==> src/rtl/mac_skew_feeder.sv <==
// mac_skew_feeder
// Holds one feature tile and one weight tile, then replays them into the
// 4x4 systolic MAC array in diagonal-skewed order. A zero-flush drain and a
// one-cycle done pulse follow each sequence. Every output is a register.
module mac_skew_feeder #(
    parameter  int DATA_W = 8,
    parameter  int N      = 4,
    parameter  int DRAIN  = 4,
    localparam int AW     = 2*$clog2(N)
) (
    input  logic                       clock,
    input  logic                       reset,
    input  logic                       wr_en,
    input  logic                       wr_sel,
    input  logic [AW-1:0]              wr_addr,
    input  logic [DATA_W-1:0]          wr_data,
    input  logic                       start,
    output logic                       busy,
    output logic                       done,
    output logic                       act_valid,
    output logic [N*DATA_W-1:0]        act_out,
    output logic [N*N*DATA_W-1:0]      w_out
);

    localparam int SW        = $clog2(2*N-1);
    localparam int DW        = (DRAIN < 1) ? 1 : $clog2(DRAIN+1);
    localparam int LAST_STEP = 2*N-2;

    typedef enum logic [1:0] {
        S_IDLE,
        S_FEED,
        S_FLUSH,
        S_DONE
    } state_t;

    state_t                  r_state;
    state_t                  w_stateNext;
    logic [SW-1:0]           r_step;
    logic [SW-1:0]           w_stepNext;
    logic [DW-1:0]           r_drain;
    logic [DW-1:0]           w_drainNext;

    logic [DATA_W-1:0]       r_feat [N*N];
    logic [DATA_W-1:0]       r_wgt  [N*N];
    logic [DATA_W-1:0]       w_featNext [N*N];
    logic [DATA_W-1:0]       w_wgtNext  [N*N];

    logic [N*DATA_W-1:0]     r_actOut;
    logic [N*N*DATA_W-1:0]   r_wOut;
    logic                    r_busy;
    logic                    r_done;
    logic                    r_actValid;

    logic [N*DATA_W-1:0]     w_actNext;
    logic [N*N*DATA_W-1:0]   w_wNext;
    logic                    w_busyNext;
    logic                    w_doneNext;
    logic                    w_actValidNext;

    // Tile contents as they will be after this edge; a write in IDLE is
    // merged here so a sequence started on the same edge already sees it.
    always_comb begin
        w_featNext = r_feat;
        w_wgtNext  = r_wgt;
        if (wr_en && (r_state == S_IDLE)) begin
            if (wr_sel) begin
                w_wgtNext[wr_addr] = wr_data;
            end else begin
                w_featNext[wr_addr] = wr_data;
            end
        end
    end

    // Tile storage; writes outside IDLE were already dropped above.
    always_ff @(posedge clock) begin
        if (reset) begin
            for (int i = 0; i < N*N; i++) begin
                r_feat[i] <= '0;
                r_wgt[i]  <= '0;
            end
        end else begin
            r_feat <= w_featNext;
            r_wgt  <= w_wgtNext;
        end
    end

    // Next-state logic: step and drain counters restart on every state change.
    always_comb begin
        w_stateNext = r_state;
        w_stepNext  = r_step;
        w_drainNext = r_drain;
        case (r_state)
            S_IDLE: begin
                if (start) begin
                    w_stateNext = S_FEED;
                end
            end
            S_FEED: begin
                if (r_step == SW'(LAST_STEP)) begin
                    w_stateNext = (DRAIN == 0) ? S_DONE : S_FLUSH;
                end else begin
                    w_stepNext = r_step + SW'(1);
                end
            end
            S_FLUSH: begin
                if (r_drain == DW'(DRAIN-1)) begin
                    w_stateNext = S_DONE;
                end else begin
                    w_drainNext = r_drain + DW'(1);
                end
            end
            S_DONE: begin
                w_stateNext = S_IDLE;
            end
            default: begin
                w_stateNext = S_IDLE;
            end
        endcase
        if (w_stateNext != r_state) begin
            w_stepNext  = '0;
            w_drainNext = '0;
        end
    end

    // State and counter registers.
    always_ff @(posedge clock) begin
        if (reset) begin
            r_state <= S_IDLE;
            r_step  <= '0;
            r_drain <= '0;
        end else begin
            r_state <= w_stateNext;
            r_step  <= w_stepNext;
            r_drain <= w_drainNext;
        end
    end

    // Output values for the coming cycle, derived from the next state/step so
    // that they can be registered: lane r carries feat[r][t-r] on the
    // diagonal, and weight column t is revealed at step t and then held.
    always_comb begin
        w_actNext      = '0;
        w_wNext        = r_wOut;
        w_busyNext     = (w_stateNext == S_FEED) || (w_stateNext == S_FLUSH);
        w_doneNext     = (w_stateNext == S_DONE);
        w_actValidNext = (w_stateNext == S_FEED);
        if (w_stateNext == S_FEED) begin
            if (r_state == S_IDLE) begin
                w_wNext = '0;
            end
            for (int r = 0; r < N; r++) begin
                for (int c = 0; c < N; c++) begin
                    if (int'(w_stepNext) == r + c) begin
                        w_actNext[r*DATA_W +: DATA_W] = w_featNext[r*N+c];
                    end
                    if (int'(w_stepNext) == c) begin
                        w_wNext[(r*N+c)*DATA_W +: DATA_W] = w_wgtNext[r*N+c];
                    end
                end
            end
        end
    end

    // Output registers.
    always_ff @(posedge clock) begin
        if (reset) begin
            r_actOut   <= '0;
            r_wOut     <= '0;
            r_busy     <= 1'b0;
            r_done     <= 1'b0;
            r_actValid <= 1'b0;
        end else begin
            r_actOut   <= w_actNext;
            r_wOut     <= w_wNext;
            r_busy     <= w_busyNext;
            r_done     <= w_doneNext;
            r_actValid <= w_actValidNext;
        end
    end

    assign act_out   = r_actOut;
    assign w_out     = r_wOut;
    assign busy      = r_busy;
    assign done      = r_done;
    assign act_valid = r_actValid;

endmodule
==> config.mk <==
export PLATFORM = sky130hd
export DESIGN_NAME = mac_skew_feeder
export DESIGN_NICKNAME = d
export VERILOG_FILES = /design/src/rtl/mac_skew_feeder.sv
export SDC_FILE = /design/constraint.sdc
export NUM_CORES = 1
export LEC_CHECK = 0
export ABC_AREA = 1
export CAP_MARGIN = 20
export CORE_MARGIN = 1
export CORE_UTILIZATION = 40
export CTS_CLUSTER_DIAMETER = 80
export CTS_CLUSTER_SIZE = 24
export DETAILED_ROUTE_END_ITERATION = 10
export GPL_TIMING_DRIVEN = 1
export SKIP_LAST_GASP = 1
export SLEW_MARGIN = 20
export SYNTH_ARGS = -nofsm -noshare
export SYNTH_HDL_FRONTEND = slang
export SYNTH_SLANG_ARGS = --single-unit
==> constraint.sdc <==
create_clock -name clock -period 3.9 [get_ports clock]
set_input_delay 0.585 -clock clock [delete_from_list [all_inputs] [get_ports clock]]
set_output_delay 0.585 -clock clock [all_outputs]
set_load 0.01 [all_outputs]
# ---- Word-level counts from Yosys, hierarchy flattened
# Index checks and enable logic that the tools add are counted.
dict set report classes {
  addsub 2
  order_cmp 2
  eq_ne 15
  mux 48
  bitwise 3
  reduce_logical 16
}
# cell count
set ops {}
lappend ops {{$mux W128} 5}
lappend ops {{$mux W8} 33}
lappend ops {{$bwmux W128} 2}
lappend ops {{$demux W8 S4} 1}
lappend ops {{$eq A3 B3 Y1 const B} 5}
lappend ops {{$reduce_and A2 Y1} 5}
lappend ops {{$eq A3 B2 Y1 const B} 3}
lappend ops {{$mux W3} 3}
lappend ops {{$eq A2 B2 Y1 const B} 4}
lappend ops {{$pmux W2 S4} 1}
lappend ops {{$reduce_bool A2 Y1} 4}
lappend ops {{$add A3 B1 Y3 const B} 2}
lappend ops {{$mux W2} 3}
lappend ops {{$ge A5 B5 Y1 const B} 1}
lappend ops {{$lt A5 B1 Y1 const B} 1}
lappend ops {{$not A4 Y5} 1}
lappend ops {{$eq A2 B1 Y1 const B} 2}
lappend ops {{$reduce_or A2 Y1} 2}
lappend ops {{$logic_not A3 Y1} 1}
lappend ops {{$logic_and A1 B1 Y1} 2}
lappend ops {{$logic_not A2 Y1} 1}
lappend ops {{$ne A2 B2 Y1} 1}
lappend ops {{$not A1 Y1} 2}
lappend ops {{$logic_or A1 B1 Y1} 1}
dict set report totals {
  regBits 427
  elab_cells 129
}

# ---- Longest topological paths before layout
dict set report depth {
  word_depth 12
  depth_mapped 15
  mapped_depth_nobuf 14
}

# ---- Worst setup path after synthesis
# Ideal clock, no wire load.
dict set report synth_timing {
  path_kind {register -> register}
  from {register r_drain[0]}
  to {register r_wOut[0], in the netlist w_out[0]}
  setup_time_ps 70
  arrival_time_ps 2114
  required_time_ps 3830
  path_slack_ps 1716
  stages_incl_launch_ff 13
  path_buffers 2
  period_less_slack_ps 2184
  path_cell_list {dfxtp_1 ha_1 ha_1 o21ai_0 nand2_1 nand2_1 inv_1 ha_1 nand2_1 buf_1 nand2_1 clkbuf_1 o21ai_1}
}
# element line
set synth_rtl {}
lappend synth_rtl {{start: declaration} 40} ;# logic [DW-1:0] r_drain;
lappend synth_rtl {{start signal: assignment} 134} ;# r_drain <= w_drainNext;
lappend synth_rtl {{$eq A3 B2 Y1} 106} ;# if (r_drain == DW'(DRAIN-1)) begin
lappend synth_rtl {{$mux W2} 106}
lappend synth_rtl {{$pmux W2 S4} 92} ;# case (r_state)
lappend synth_rtl {{net w_stateNext[0]} 37} ;# state_t w_stateNext;
lappend synth_rtl {{$eq A2 B1 Y1} --}
lappend synth_rtl {{net w_actValidNext} 58} ;# logic w_actValidNext;
lappend synth_rtl {{$reduce_and A2 Y1 (no line)} --}
lappend synth_rtl {{end signal: assignment} 174} ;# r_wOut <= w_wNext;
lappend synth_rtl {{end: declaration} 49} ;# logic [N*N*DATA_W-1:0] r_wOut;
# The timed path passes the listed nets, and every way through them passes these cells.
# A chain may end at the register's enable or synchronous reset.

# ---- Worst setup path in the final report
dict set report layout_timing {
  from {register r_step[0]}
  to {register r_wOut[10], in the netlist w_out[10]}
}
dict set report layout_between {
  elab_chain_len 8
}
# element line
set layout_lines {}
lappend layout_lines {{start: declaration} 38} ;# logic [SW-1:0] r_step;
lappend layout_lines {{start signal: assignment} 133} ;# r_step <= w_stepNext;
lappend layout_lines {{$eq A3 B3 Y1} 99} ;# if (r_step == SW'(LAST_STEP)) begin
lappend layout_lines {{$mux W2} 99}
lappend layout_lines {{$pmux W2 S4} 92}
lappend layout_lines {{$ne A2 B2 Y1} 119} ;# if (w_stateNext != r_state) begin
lappend layout_lines {{$mux W3} 119}
lappend layout_lines {{$eq A3 B2 Y1} 156} ;# if (int'(w_stepNext) == c) begin
lappend layout_lines {{$reduce_bool A2 Y1 (no line)} --}
lappend layout_lines {{$reduce_and A2 Y1 (no line)} --}
# Parallel ways exist; a longest one is shown, timed or not.

==> metrics.md <==
| Metric | Value |
|---|---|
| CTS tree | built |
| Root buffer cell | clkbuf_16 |
| Initial core utilization | 0.409 |
| Routed wire length | 46500 µm |
| Final min period | 2.83 ns |
| Async S/R FF share, synth | 0 |
| Startpoint types | register |
| Final net count | 2349 |
| Total gr overflow | 0 |
| Critical Path Max Stage Delay | 0.47 ns |
| Synth Cell Area | about 0.017 mm² |
| Starting DRT DRC Count | 998 |
| Netlist cell types | 35 |
| Ys flop type | dfxtp_1 |
| Clk Latency, worst-skew pair | 0.56 ns |
| Final Wtd Congestion | 0.792 |
| Critical path capture point type | register |
| Max Clk Rate | roughly 350 MHz |
| Die Ht | 207 µm |
| Antenna diodes | 0 |
| Layout cell share with drive strength beyond 1 | 0.0608 |
| Post-Synth Adder-Cell Area | 0.00447 |
| Crit path kind | register to register |
| Cell with the most instances after synthesis | nand2_1 |
| GRT Resource Usage Total | 0.217 |
| Fin. max-slew vios | 0 |
| Total die area | 0.0428 mm² |
| Post-synth EDFFs | 0 |
| CP arrival | approximately 3.3 ns |
| DR DRC count | 16 |
| Syn Inst Count | 2222 |
| Clock sink total | ~430 |
| Core area | a little over 0.04 mm² |
| Synth Register Bits | 427 |
| Setup TNS | 0 ns |
| Power Dens Cells | 393 mW/mm² |
| Final Cycle Share | 0.726 |
| Worst slack, placed | 0.850 ns |
| CP cell instances | inv_1 -> ha_1 -> nand2_1 -> inv_1 -> o21ai_1 -> nand3_4 -> nor2_8 -> nand3_4 -> nand2_2 -> o21ai_0 |
| Global-route wire length before repair | 73400 µm |
| Final setup violating endpoints | 0 |
| Max Root-Sink Buffers | 3 |
| DR WL/cell | ~16 µm |
| Sequential-to-total area share from yosys stat | 0.509 |
| DR vias | between 10000 and 15000 |
| Worst Slack Setup Final | 1.07 ns |
| Post-Syn Nets | 2245 |
| Die width | 207 µm |
| Leak Pwr | 7.22 nW |
| Clk_skew | 0.0142 ns |
| CTS HTree Levels | 1 |
| Routed Antenna Nets | 0 |
| HPWL Detailed | 29700 µm |
| Yosys top cell area share | 0.509 |
| Top post-synthesis cells by count | nand2_1, dfxtp_1, nor2_1, inv_1, o21a_1 |
| Worst rel slew slack | 0.355 |
| Worst path required time | between 4 and 5 ns |
| Final Hold Viols | 0 |
| Total CTS buffers | 24 |
| Maximum VDD drop | around 330 µV |
| Largest family of logic cells by synthesized area | simple AND/OR/NAND/NOR gates |
| Cell Rows | 74 |
| Crit-path max FO | 27 |
| Max-cap viol count | 0 |
| Buf+Inv Stages, Crit Path | 2 |
| Post-CTS setup buffers | 0 |
| Slew at the pin with the worst max-slew slack | between 0.9 and 1 ns |
| IO Pins | 180 |
| Mux contribution to synthesized area | 0 |
| CP top delay family | simple AND/OR/NAND/NOR gates |
| Yosys warns | 0 |
| Post-CTS resize count | 0 |
| Synth Area in Compound Gates | 0.141 |
| Largest cells by area after synthesis | dfxtp_1, nand2_1, nor2_1 |
| Number of global-route vias before repair | 13295 |
| PortBufs | 179 |
| Hold bufs inserted after CTS | 0 |
| Area share of xor/xnor cells in the synthesized design | 0.000521 |
| Antenna violations before repair | 0 |
| RSZ-0062 raised after global routing | false |
| CP max-delay cell | nand2_2 |
| Violated checks | design-rule violations |
| Layout Utilization | 0.480 |
| Largest net degree at the start of global routing | 196 |
| Clock transition at the registers of the reported paths | 0.09 ns |
| Top cell type by total area after synthesis | dfxtp_1 |
| Hold/Removal Path Class | register to register |
| Post-Synth Simple-Gate Area | 0.277 |
| Post-DR vias/cell | ~5.0 |
| Run status | finished with violations |
| Router iterations before antenna repair | 10 |
| Syn avg cell area | 7.56 µm² |
| P&R area growth vs syn | 17.4% |
[power breakdown]
group          switching, mW  leakage (nW)  internal [mW]
registers             0.0141          3.44           4.39
logic                  0.419          3.41          0.125
clock network           1.52         0.368           1.29
[tightest hold or removal path, delay by kind of cell (launching register included)]
kind               cells  cell delay, ns
DFF                    1            0.32
AOI/OAI and AO/OA      1            0.05
and+or+nand+nor        1            0.06
[state kept, by name, summed over array words and instances, names as in the netlist]
signal and flops:
act_valid 1, busy 1, r_state 2, r_feat 128, done 1, act_out 32
r_drain 3, r_wgt 128, w_out 128, r_step 3
[layer usage]
metal  GRT usage  up-vias  share of wire
li1            -     7280              -
met1       0.300     6587           0.47
met2       0.356      299           0.46
met3      0.0275       58          0.048
met4      0.0542        0          0.024
met5           0        -              0
[kinds of logic after synthesis]
family / Yosys count
DFF: 427
buffers and inverters: 274
and+or+nand+nor: 1146
xor gates and xnor gates: 1
AOI/OAI and AO/OA: 368
adders and majority gates: 6
[per-stage QoR]
step           total power, mW  hold slack [ns]  instances  cell area (µm²)
2_1_floorplan             4.87            0.441       2222            16800
3_3_place_gp              5.05            0.448       2832            19000
3_5_place_dp              5.06            0.452       2832            19000
4_1_cts                   7.85            0.467       2868            19700
5_1_grt                   8.05            0.492       2868            19700
6_report                  7.76            0.463       2868            19700
[layout by cell type (no fill, tap or decap), drive strengths merged]
cell type	netlist	layout
nand2	640	640
dfxtp	427	427
nor2	399	399
clkdlybuf4s50	0	178
o21ai	165	165
inv	128	133
nand3	99	99
o21a	96	96
a211oi	88	88
buf	60	44
clkbuf	85	28
a21oi	18	18
ha	6	6
nand3b	3	3
clkinv	1	3
nor3	3	3
o211ai	1	1
xor2	1	1
nand4	1	1
or2	1	1
clkinvlp	0	1
bufinv	0	1
[worst paths after layout]
| path | end | cells after the start | slack, ns | start |
|---|---|---|---|---|
| worst max-delay path | w_out[10] | 10 | 1.07 | r_step[0] |
| worst min-delay path | r_drain[2] | 2 | 0.46 | r_drain[2] |
| worst max register to register | w_out[10] | 10 | 1.07 | r_step[0] |
| worst min register to register | r_drain[2] | 2 | 0.46 | r_drain[2] |
[cell type report]
type | count | area (µm²)
Fill cell | 4140 | 21400
Sequential cell | 427 | 8550
Tap cell | 532 | 666
Timing Repair Buffer | 223 | 2160
Inverter | 129 | 487
Multi-Input combinational cell | 1521 | 7110
Clock inverter | 9 | 111
Clock buffer | 27 | 643
Note: power is estimated with default switching activity, not from simulation.
